--- src/rtl/plot_pkg.sv ---
// Shared types and constants for the pixel-plot sink: screen geometry,
// frame-buffer widths, sink FSM states and the queued pixel record.
package plot_pkg;

  localparam int SCREEN_W = 160;
  localparam int SCREEN_H = 120;
  localparam int FB_AW    = 15;
  localparam int COLOUR_W = 3;

  typedef enum logic [1:0] {
    IDLE,
    DRAIN,
    CLEAR
  } state_t;

  typedef struct packed {
    logic [FB_AW-1:0]    addr;
    logic [COLOUR_W-1:0] colour;
  } pixel_t;

  // y*160 + x built from shifts; operands are pre-widened so nothing wraps
  function automatic logic [FB_AW-1:0] pixel_addr(input logic [7:0] x, input logic [6:0] y);
    return {1'b0, y, 7'b0} + {3'b0, y, 5'b0} + {7'b0, x};
  endfunction

endpackage

--- src/rtl/plot_sink_if.sv ---
// Plot strobe bus from the drawing datapaths plus the frame-buffer write
// port; the sink uses the slave view, its environment the master view.
interface plot_sink_if;

  logic                          plot;
  logic [7:0]                    x;
  logic [6:0]                    y;
  logic [plot_pkg::COLOUR_W-1:0] colour;
  logic                          ready;
  logic                          overflow;
  logic                          range_err;
  logic                          clear;
  logic                          clear_done;
  logic                          fb_we;
  logic [plot_pkg::FB_AW-1:0]    fb_addr;
  logic [plot_pkg::COLOUR_W-1:0] fb_data;
  logic                          fb_busy;

  modport slave (
    input  plot, x, y, colour, clear, fb_busy,
    output ready, overflow, range_err, clear_done, fb_we, fb_addr, fb_data
  );

  modport master (
    output plot, x, y, colour, clear, fb_busy,
    input  ready, overflow, range_err, clear_done, fb_we, fb_addr, fb_data
  );

endinterface

--- src/rtl/plot_sink_fifo.sv ---
// Small synchronous FIFO of pixel records that soaks up plot bursts while
// the frame-buffer port is stalled. Head is visible on dout when non-empty.
module plot_fifo
  import plot_pkg::*;
#(
  parameter  int DEPTH = 4,
  localparam int AW    = $clog2(DEPTH),
  localparam int CW    = AW + 1
) (
  input  logic          clk,
  input  logic          resetn,
  input  logic          push,
  input  pixel_t        din,
  input  logic          pop,
  output pixel_t        dout,
  output logic          full,
  output logic          empty,
  output logic [CW-1:0] count
);

  pixel_t        mem [DEPTH];
  logic [AW-1:0] wr_ptr;
  logic [AW-1:0] rd_ptr;
  logic          do_push;
  logic          do_pop;

  assign full    = (count == CW'(DEPTH));
  assign empty   = (count == '0);
  assign do_push = push && !full;
  assign do_pop  = pop && !empty;
  assign dout    = mem[rd_ptr];

  always_ff @(posedge clk) begin
    if (do_push) mem[wr_ptr] <= din;
  end

  // Pointers wrap naturally at DEPTH since DEPTH is a power of two
  always_ff @(posedge clk or negedge resetn) begin
    if (!resetn) begin
      wr_ptr <= '0;
      rd_ptr <= '0;
      count  <= '0;
    end else begin
      if (do_push) wr_ptr <= wr_ptr + 1'b1;
      if (do_pop)  rd_ptr <= rd_ptr + 1'b1;
      case ({do_push, do_pop})
        2'b10:   count <= count + 1'b1;
        2'b01:   count <= count - 1'b1;
        default: count <= count;
      endcase
    end
  end

endmodule

--- src/rtl/plot_sink.sv ---
// Receiving end of the pixel-plot bus: queues in-range plots and writes them
// to the 160x120 frame buffer. Define PLOT_SINK_CLEAR_EN for full-screen clear.
module plot_sink
  import plot_pkg::*;
#(
  parameter int WIDTH  = SCREEN_W,
  parameter int HEIGHT = SCREEN_H,
  parameter int DEPTH  = 4
) (
  input logic        clk,
  input logic        resetn,
  plot_sink_if.slave bus
);

  localparam int          CNT_W = $clog2(DEPTH) + 1;
  localparam logic [7:0] W_LIM  = 8'(WIDTH);
  localparam logic [6:0] H_LIM  = 7'(HEIGHT);

  state_t             state;
  state_t             next_state;
  pixel_t             head;
  pixel_t             push_pix;
  logic               full;
  logic               empty;
  logic [CNT_W-1:0]   count;
  logic               in_range;
  logic               push;
  logic               pop;
  logic               overflow_q;
  logic               range_err_q;
  logic               fb_we;
  logic [FB_AW-1:0]   fb_addr;
  logic [COLOUR_W-1:0] fb_data;

  assign in_range        = (bus.x < W_LIM) && (bus.y < H_LIM);
  assign push            = bus.plot && !full && in_range;
  assign pop             = (state == DRAIN) && !bus.fb_busy;
  assign push_pix.addr   = pixel_addr(bus.x, bus.y);
  assign push_pix.colour = bus.colour;

  plot_fifo #(.DEPTH(DEPTH)) u_fifo (
    .clk   (clk),
    .resetn(resetn),
    .push  (push),
    .din   (push_pix),
    .pop   (pop),
    .dout  (head),
    .full  (full),
    .empty (empty),
    .count (count)
  );

`ifdef PLOT_SINK_CLEAR_EN
  localparam logic [FB_AW-1:0] LAST_ADDR = FB_AW'(WIDTH * HEIGHT - 1);

  logic             clear_pending;
  logic             clear_req;
  logic             clear_last;
  logic             clear_done_q;
  logic [FB_AW-1:0] clear_addr;

  assign clear_req  = clear_pending || bus.clear;
  assign clear_last = (state == CLEAR) && !bus.fb_busy && (clear_addr == LAST_ADDR);

  // A clear request waits until the queue has drained; requests seen mid-sweep are dropped
  always_ff @(posedge clk or negedge resetn) begin
    if (!resetn) begin
      clear_pending <= 1'b0;
      clear_addr    <= '0;
      clear_done_q  <= 1'b0;
    end else begin
      clear_done_q <= clear_last;
      if (next_state == CLEAR || state == CLEAR) clear_pending <= 1'b0;
      else if (bus.clear)                        clear_pending <= 1'b1;
      if (state != CLEAR)    clear_addr <= '0;
      else if (!bus.fb_busy) clear_addr <= clear_last ? '0 : clear_addr + 1'b1;
    end
  end

  assign bus.clear_done = clear_done_q;
`else
  logic unused_clear;
  assign unused_clear   = bus.clear;
  assign bus.clear_done = 1'b0;
`endif

  always_ff @(posedge clk or negedge resetn) begin
    if (!resetn) begin
      state       <= IDLE;
      overflow_q  <= 1'b0;
      range_err_q <= 1'b0;
    end else begin
      state       <= next_state;
      overflow_q  <= overflow_q || (bus.plot && full && in_range);
      range_err_q <= bus.plot && !in_range;
    end
  end

  // Outputs are zero outside an active write so the port idles at a known address
  always_comb begin
    next_state = state;
    fb_we      = 1'b0;
    fb_addr    = '0;
    fb_data    = '0;
    case (state)
      IDLE: begin
        if (!empty || push) next_state = DRAIN;
`ifdef PLOT_SINK_CLEAR_EN
        else if (clear_req) next_state = CLEAR;
`endif
      end
      DRAIN: begin
        fb_we   = 1'b1;
        fb_addr = head.addr;
        fb_data = head.colour;
        if (pop && count == CNT_W'(1) && !push) next_state = IDLE;
      end
      CLEAR: begin
`ifdef PLOT_SINK_CLEAR_EN
        fb_we   = 1'b1;
        fb_addr = clear_addr;
        if (clear_last) next_state = (empty && !push) ? IDLE : DRAIN;
`else
        next_state = IDLE;
`endif
      end
      default: next_state = IDLE;
    endcase
  end

  assign bus.ready     = !full;
  assign bus.overflow  = overflow_q;
  assign bus.range_err = range_err_q;
  assign bus.fb_we     = fb_we;
  assign bus.fb_addr   = fb_addr;
  assign bus.fb_data   = fb_data;

endmodule

--- src/flat_wrapper.sv ---
// flat-port wrapper written by rule: the top's interface ports become plain ports
module plot_sink_flat import plot_pkg::*;
#(
  parameter int WIDTH  = SCREEN_W,
  parameter int HEIGHT = SCREEN_H,
  parameter int DEPTH  = 4
)
  (clk, resetn, bus_plot, bus_x, bus_y, bus_colour, bus_clear, bus_fb_busy, bus_ready, bus_overflow, bus_range_err, bus_clear_done, bus_fb_we, bus_fb_addr, bus_fb_data);
  plot_sink_if bus_i ();
  input logic clk;
  input logic resetn;
  input wire logic [$bits(bus_i.plot)-1:0] bus_plot;
  input wire logic [$bits(bus_i.x)-1:0] bus_x;
  input wire logic [$bits(bus_i.y)-1:0] bus_y;
  input wire logic [$bits(bus_i.colour)-1:0] bus_colour;
  input wire logic [$bits(bus_i.clear)-1:0] bus_clear;
  input wire logic [$bits(bus_i.fb_busy)-1:0] bus_fb_busy;
  output wire logic [$bits(bus_i.ready)-1:0] bus_ready;
  output wire logic [$bits(bus_i.overflow)-1:0] bus_overflow;
  output wire logic [$bits(bus_i.range_err)-1:0] bus_range_err;
  output wire logic [$bits(bus_i.clear_done)-1:0] bus_clear_done;
  output wire logic [$bits(bus_i.fb_we)-1:0] bus_fb_we;
  output wire logic [$bits(bus_i.fb_addr)-1:0] bus_fb_addr;
  output wire logic [$bits(bus_i.fb_data)-1:0] bus_fb_data;
  assign bus_i.plot = bus_plot;
  assign bus_i.x = bus_x;
  assign bus_i.y = bus_y;
  assign bus_i.colour = bus_colour;
  assign bus_i.clear = bus_clear;
  assign bus_i.fb_busy = bus_fb_busy;
  assign bus_ready = bus_i.ready;
  assign bus_overflow = bus_i.overflow;
  assign bus_range_err = bus_i.range_err;
  assign bus_clear_done = bus_i.clear_done;
  assign bus_fb_we = bus_i.fb_we;
  assign bus_fb_addr = bus_i.fb_addr;
  assign bus_fb_data = bus_i.fb_data;
  plot_sink #(.WIDTH(WIDTH), .HEIGHT(HEIGHT), .DEPTH(DEPTH)) u_core (.clk(clk), .resetn(resetn), .bus(bus_i));
endmodule
--- config.mk ---
export PLATFORM = sky130hd
export DESIGN_NAME = plot_sink_flat
export DESIGN_NICKNAME = d
export VERILOG_FILES = /design/src/rtl/plot_pkg.sv /design/src/rtl/plot_sink_if.sv /design/src/rtl/plot_sink_fifo.sv /design/src/rtl/plot_sink.sv /design/src/flat_wrapper.sv
export SDC_FILE = /design/constraint.sdc
export NUM_CORES = 1
export LEC_CHECK = 0
export ABC_CLOCK_PERIOD_IN_PS = 1900
export BUFFER_PORTS_ARGS = -buffer_cell sky130_fd_sc_hd__buf_2
export CAP_MARGIN = 20
export CORE_ASPECT_RATIO = 1.4
export CORE_MARGIN = 5
export CORE_UTILIZATION = 30
export DETAILED_ROUTE_END_ITERATION = 10
export GPL_TIMING_DRIVEN = 0
export PLACE_DENSITY = 0.6
export SLEW_MARGIN = 20
export SYNTH_ARGS = -nofsm -noshare
export SYNTH_HDL_FRONTEND = slang
export SYNTH_SLANG_ARGS = --single-unit
--- constraint.sdc ---
create_clock -name clk -period 1.9 [get_ports clk]
set_clock_uncertainty 0.1 [all_clocks]
set_input_delay 0.19 -clock clk [delete_from_list [all_inputs] [get_ports clk]]
set_output_delay 0.19 -clock clk [all_outputs]
set_load 0.03 [all_outputs]
==> results by group <==
Route
  • Residual DRC: 0
  • Routed WL: 7100 µm
  • Vias per inst: 4.55
  • Vias: 2003
  • Routed Antenna Nets: 0
  • Drt first pass iters: 4
  • Routed wire per std cell: 16.1 µm
  • Drt initial violations: 84

Global routing
  • GRT Total Usage: 0.101
  • First-pass GRT wire length: 11400 µm
  • Largest net degree at the start of global routing: 19
  • Vias in the first global route: 2186
  • Overflow after GRT: 0
  • Initial antenna violation count: 0

Final layout
  • Diode count: 0
  • Final core utilization: 0.403
  • Fin cells: 440
  • Layout fillers: 1124
  • Nets@finish: 333
  • Area delta synth->final: 33.1%
  • Final Cell Area: 0.00494 mm²
  • Proportion of layout cells with a drive suffix above 1: 0.466

Die
  • Die area: 0.0147 mm²
  • Core area: 0.0123 mm²
  • Row cnt: 48
  • Initial Util: 0.303
  • Die width: 104 µm
  • Die Y: 142 µm
  • IO Count: 46

Clocking
  • CTS clock-pin slew for the worst setup and hold paths: 0.06 ns
  • CTS Root Cell: clkbuf_16
  • Clock sinks: 82
  • H-tree Lvls: 3
  • Max Root-Sink Buffers: 2
  • Clock latency on the worst-skew pair: 0.33 ns
  • TritonCTS clock tree: done
  • Num CTS Buffers: 9

Synth
  • Area contributors post-synth: edfxtp_1 (58%), mux4_2 (11%), ha_1 (7.4%)
  • Synthesized area per cell: 17.4 µm²
  • Synthesized instance count: 213
  • Post-synthesis sequential area ratio: 0.650
  • Post-synthesis register bit count: 82
  • Yosys warnings: 0
  • Yosys cell types: 36
  • Mapped Area: 0.00371 mm²
  • Synth Net Count: 260
  • Post-synth top area share: 0.583
  • Largest area contributor in the netlist: edfxtp_1

Worst setup path
  • Setup CP Type: reg2out
  • Critical Path RT: 1.61 ns
  • Cells on worst reg2reg path: 8
  • Crit path DAT: 1.80 ns
  • Setup crit start kind: flop
  • Flop2flop setup slack: 0.10 ns
  • Crit Reg-Reg Endpoint: u_core.u_fifo.count[2]
  • RR Startpoint: u_core.u_fifo.count[1]
  • Critical Path End Type: output pin
  • Largest fanout on the critical path: 5

Timing
  • Final WS setup: -0.194 ns
  • Total negative slack: -2.52 ns
  • Fmax: 0.478 GHz
  • # setup viols final: 18
  • Fin. Hold Viols: 0
  • RSZ-0062 raised after global routing: yes
  • Slew Limit Fails: 0
  • Tmin final: 2.09 ns
  • Fin crit share: 1.10

Power
  • Cell Pwr Density: 1580 mW/mm²
  • Leakage: 1.84 nW
  • Clock power share: 0.229
  • Net Sw Power: 2.50 mW
  • Comb pwr share: 0.457
  • Internal: 5.32 mW
  • Max VDD drop: 0.588 mV
  • Reg power frac: 0.314
  • Sw Ratio: 0.319

Job
  • Max Cap Viol: 0

Placed design
  • # port buffers: 43
  • Pre-CTS setup slack: -0.461 ns
  • Area post-placement: 0.00414 mm²
  • GPL Wtd Cong: 0.683
  • Inst Count DP: 406
  • Detailed placement HPWL: 4700 µm

Min path
  • Hold EP: u_core.bus.range_err
  • Worst min path class: in2reg
  • Hold wc startpoint: bus_plot
  • Hold path depth: 2

Status
  • Failing checks: setup timing
  • Status: finished, violations left
## power groups by stage
| stage | clock (mW) | sequential, mW | combinational [mW] |
|---|---|---|---|
| after floorplan | 0 | 2.48 | 1.91 |
| after global routing | 1.91 | 2.48 | 3.83 |
| final | 1.79 | 2.45 | 3.57 |
| after detailed placement | 0 | 2.48 | 2.64 |
| after global placement | 0 | 2.46 | 2.60 |
| after CTS | 1.82 | 2.44 | 3.66 |
## synth_stat cells
cell type,count
nor2b_1,2
nor3_1,2
a21oi_2,1
conb_1,1
o21ai_0,2
clkbuf_1,2
mux2i_1,2
nand2b_1,1
buf_2,1
mux2_1,1
o21ai_1,1
a21boi_0,1
nand2_1,5
nor2_1,2
o21a_1,1
ha_1,22
o311ai_1,1
a21oi_1,7
nor3b_2,1
fa_1,2
mux4_2,18
xor2_1,3
nand4_1,2
nand3_1,2
buf_4,2
edfxtp_1,72
and2_1,22
inv_1,7
dfrtp_1,10
buf_6,2
a211oi_1,1
xnor2_1,7
a2111oi_2,1
o21bai_1,2
nand3b_1,1
a21o_1,3
## logic make-up after synthesis
family | synth area share
XOR/XNOR | 0.0236
adder cells (fa/ha/maj) | 0.0850
other | 0.00101
AND/OR/NAND/NOR | 0.0634
buffers and inverters | 0.0206
AO/OA/AOI/OAI | 0.0384
multiplexers | 0.118
flip-flops | 0.650
## flip-flops by register name (all words and copies together), names as in the netlist
| name | count |
|---|---|
| u_core.bus.overflow | 1 |
| u_core.bus.range_err | 1 |
| u_core.state | 1 |
| u_core.u_fifo.count | 3 |
| u_core.u_fifo.mem | 72 |
| u_core.u_fifo.rd_ptr | 2 |
| u_core.u_fifo.wr_ptr | 2 |
## how the worst max path moves through the flow
stage,slack [ns],from,endpoint,cells past startpoint
global route,-0.25,u_core.u_fifo.rd_ptr[0],bus_fb_addr[6],5
detailed placement,-0.46,bus_x[7],u_core.u_fifo.mem[1][16],7
finish,-0.19,u_core.u_fifo.rd_ptr[0],bus_fb_addr[12],5
CTS,-0.20,u_core.u_fifo.rd_ptr[0],bus_fb_addr[13],5
floorplan,-0.13,bus_x[7],u_core.u_fifo.mem[0][16],6
global placement,-0.42,bus_x[7],u_core.u_fifo.mem[0][16],7
## stage by stage
stage                     hold slack [ns]  total power, mW
final                              0.0172             7.82
after global routing               0.0119             8.22
after CTS                         0.00465             7.93
after detailed placement          -0.0250             5.12
after global placement            -0.0333             5.06
after floorplan                    -0.206             4.39
## critical path, stage by stage (launching register included)
cell and delay, ns:
dfrtp_2 0.42, buf_12 0.12, buf_12 0.11, mux4_2 0.50, and2_4 0.18, buf_6 0.13
## cell usage in the layout, fill, tap and decap left out, types with 3 or more instances in the layout
cell type | synthesis | layout
and2_4 | 0 | 22
dfrtp_1 | 10 | 9
mux4_2 | 18 | 18
ha_1 | 22 | 15
nand2_1 | 5 | 5
a21oi_1 | 7 | 5
xnor2_1 | 7 | 7
buf_2 | 1 | 23
dlygate4sd3_1 | 0 | 9
ha_4 | 0 | 4
a21o_1 | 3 | 3
ha_2 | 0 | 3
buf_4 | 2 | 10
edfxtp_1 | 72 | 72
buf_6 | 2 | 22
clkbuf_16 | 0 | 9
buf_12 | 0 | 3
inv_1 | 7 | 6
xor2_1 | 3 | 3
## final cells by class
type	count	area [µm²]	area share
repair buffers	62	522	0.106
inverters	7	26.3	0.00532
flip-flops and latches	82	2410	0.489
clock buffers	10	229	0.0464
plain buffers	7	76.3	0.0155
multi-input cells	117	1400	0.284
clock inverters	5	80.1	0.0162
well taps	150	188	0.0380
## per-layer routing
metal	wire, µm	share of wire	global-route usage
met1	2950	0.42	0.120
met4	153	0.022	0.0450
met3	248	0.035	0.0246
met5	0	0	0
met2	3750	0.53	0.175
## timing repair
item	CTS	global route
hold buffers	9	0
pin swaps	6	7
resized for setup	78	17
hold endpoints to repair	42	0
setup endpoints to repair	104	32
cloned	2	0
buffers inserted	7	3
Note: power is estimated with default switching activity, not from simulation.
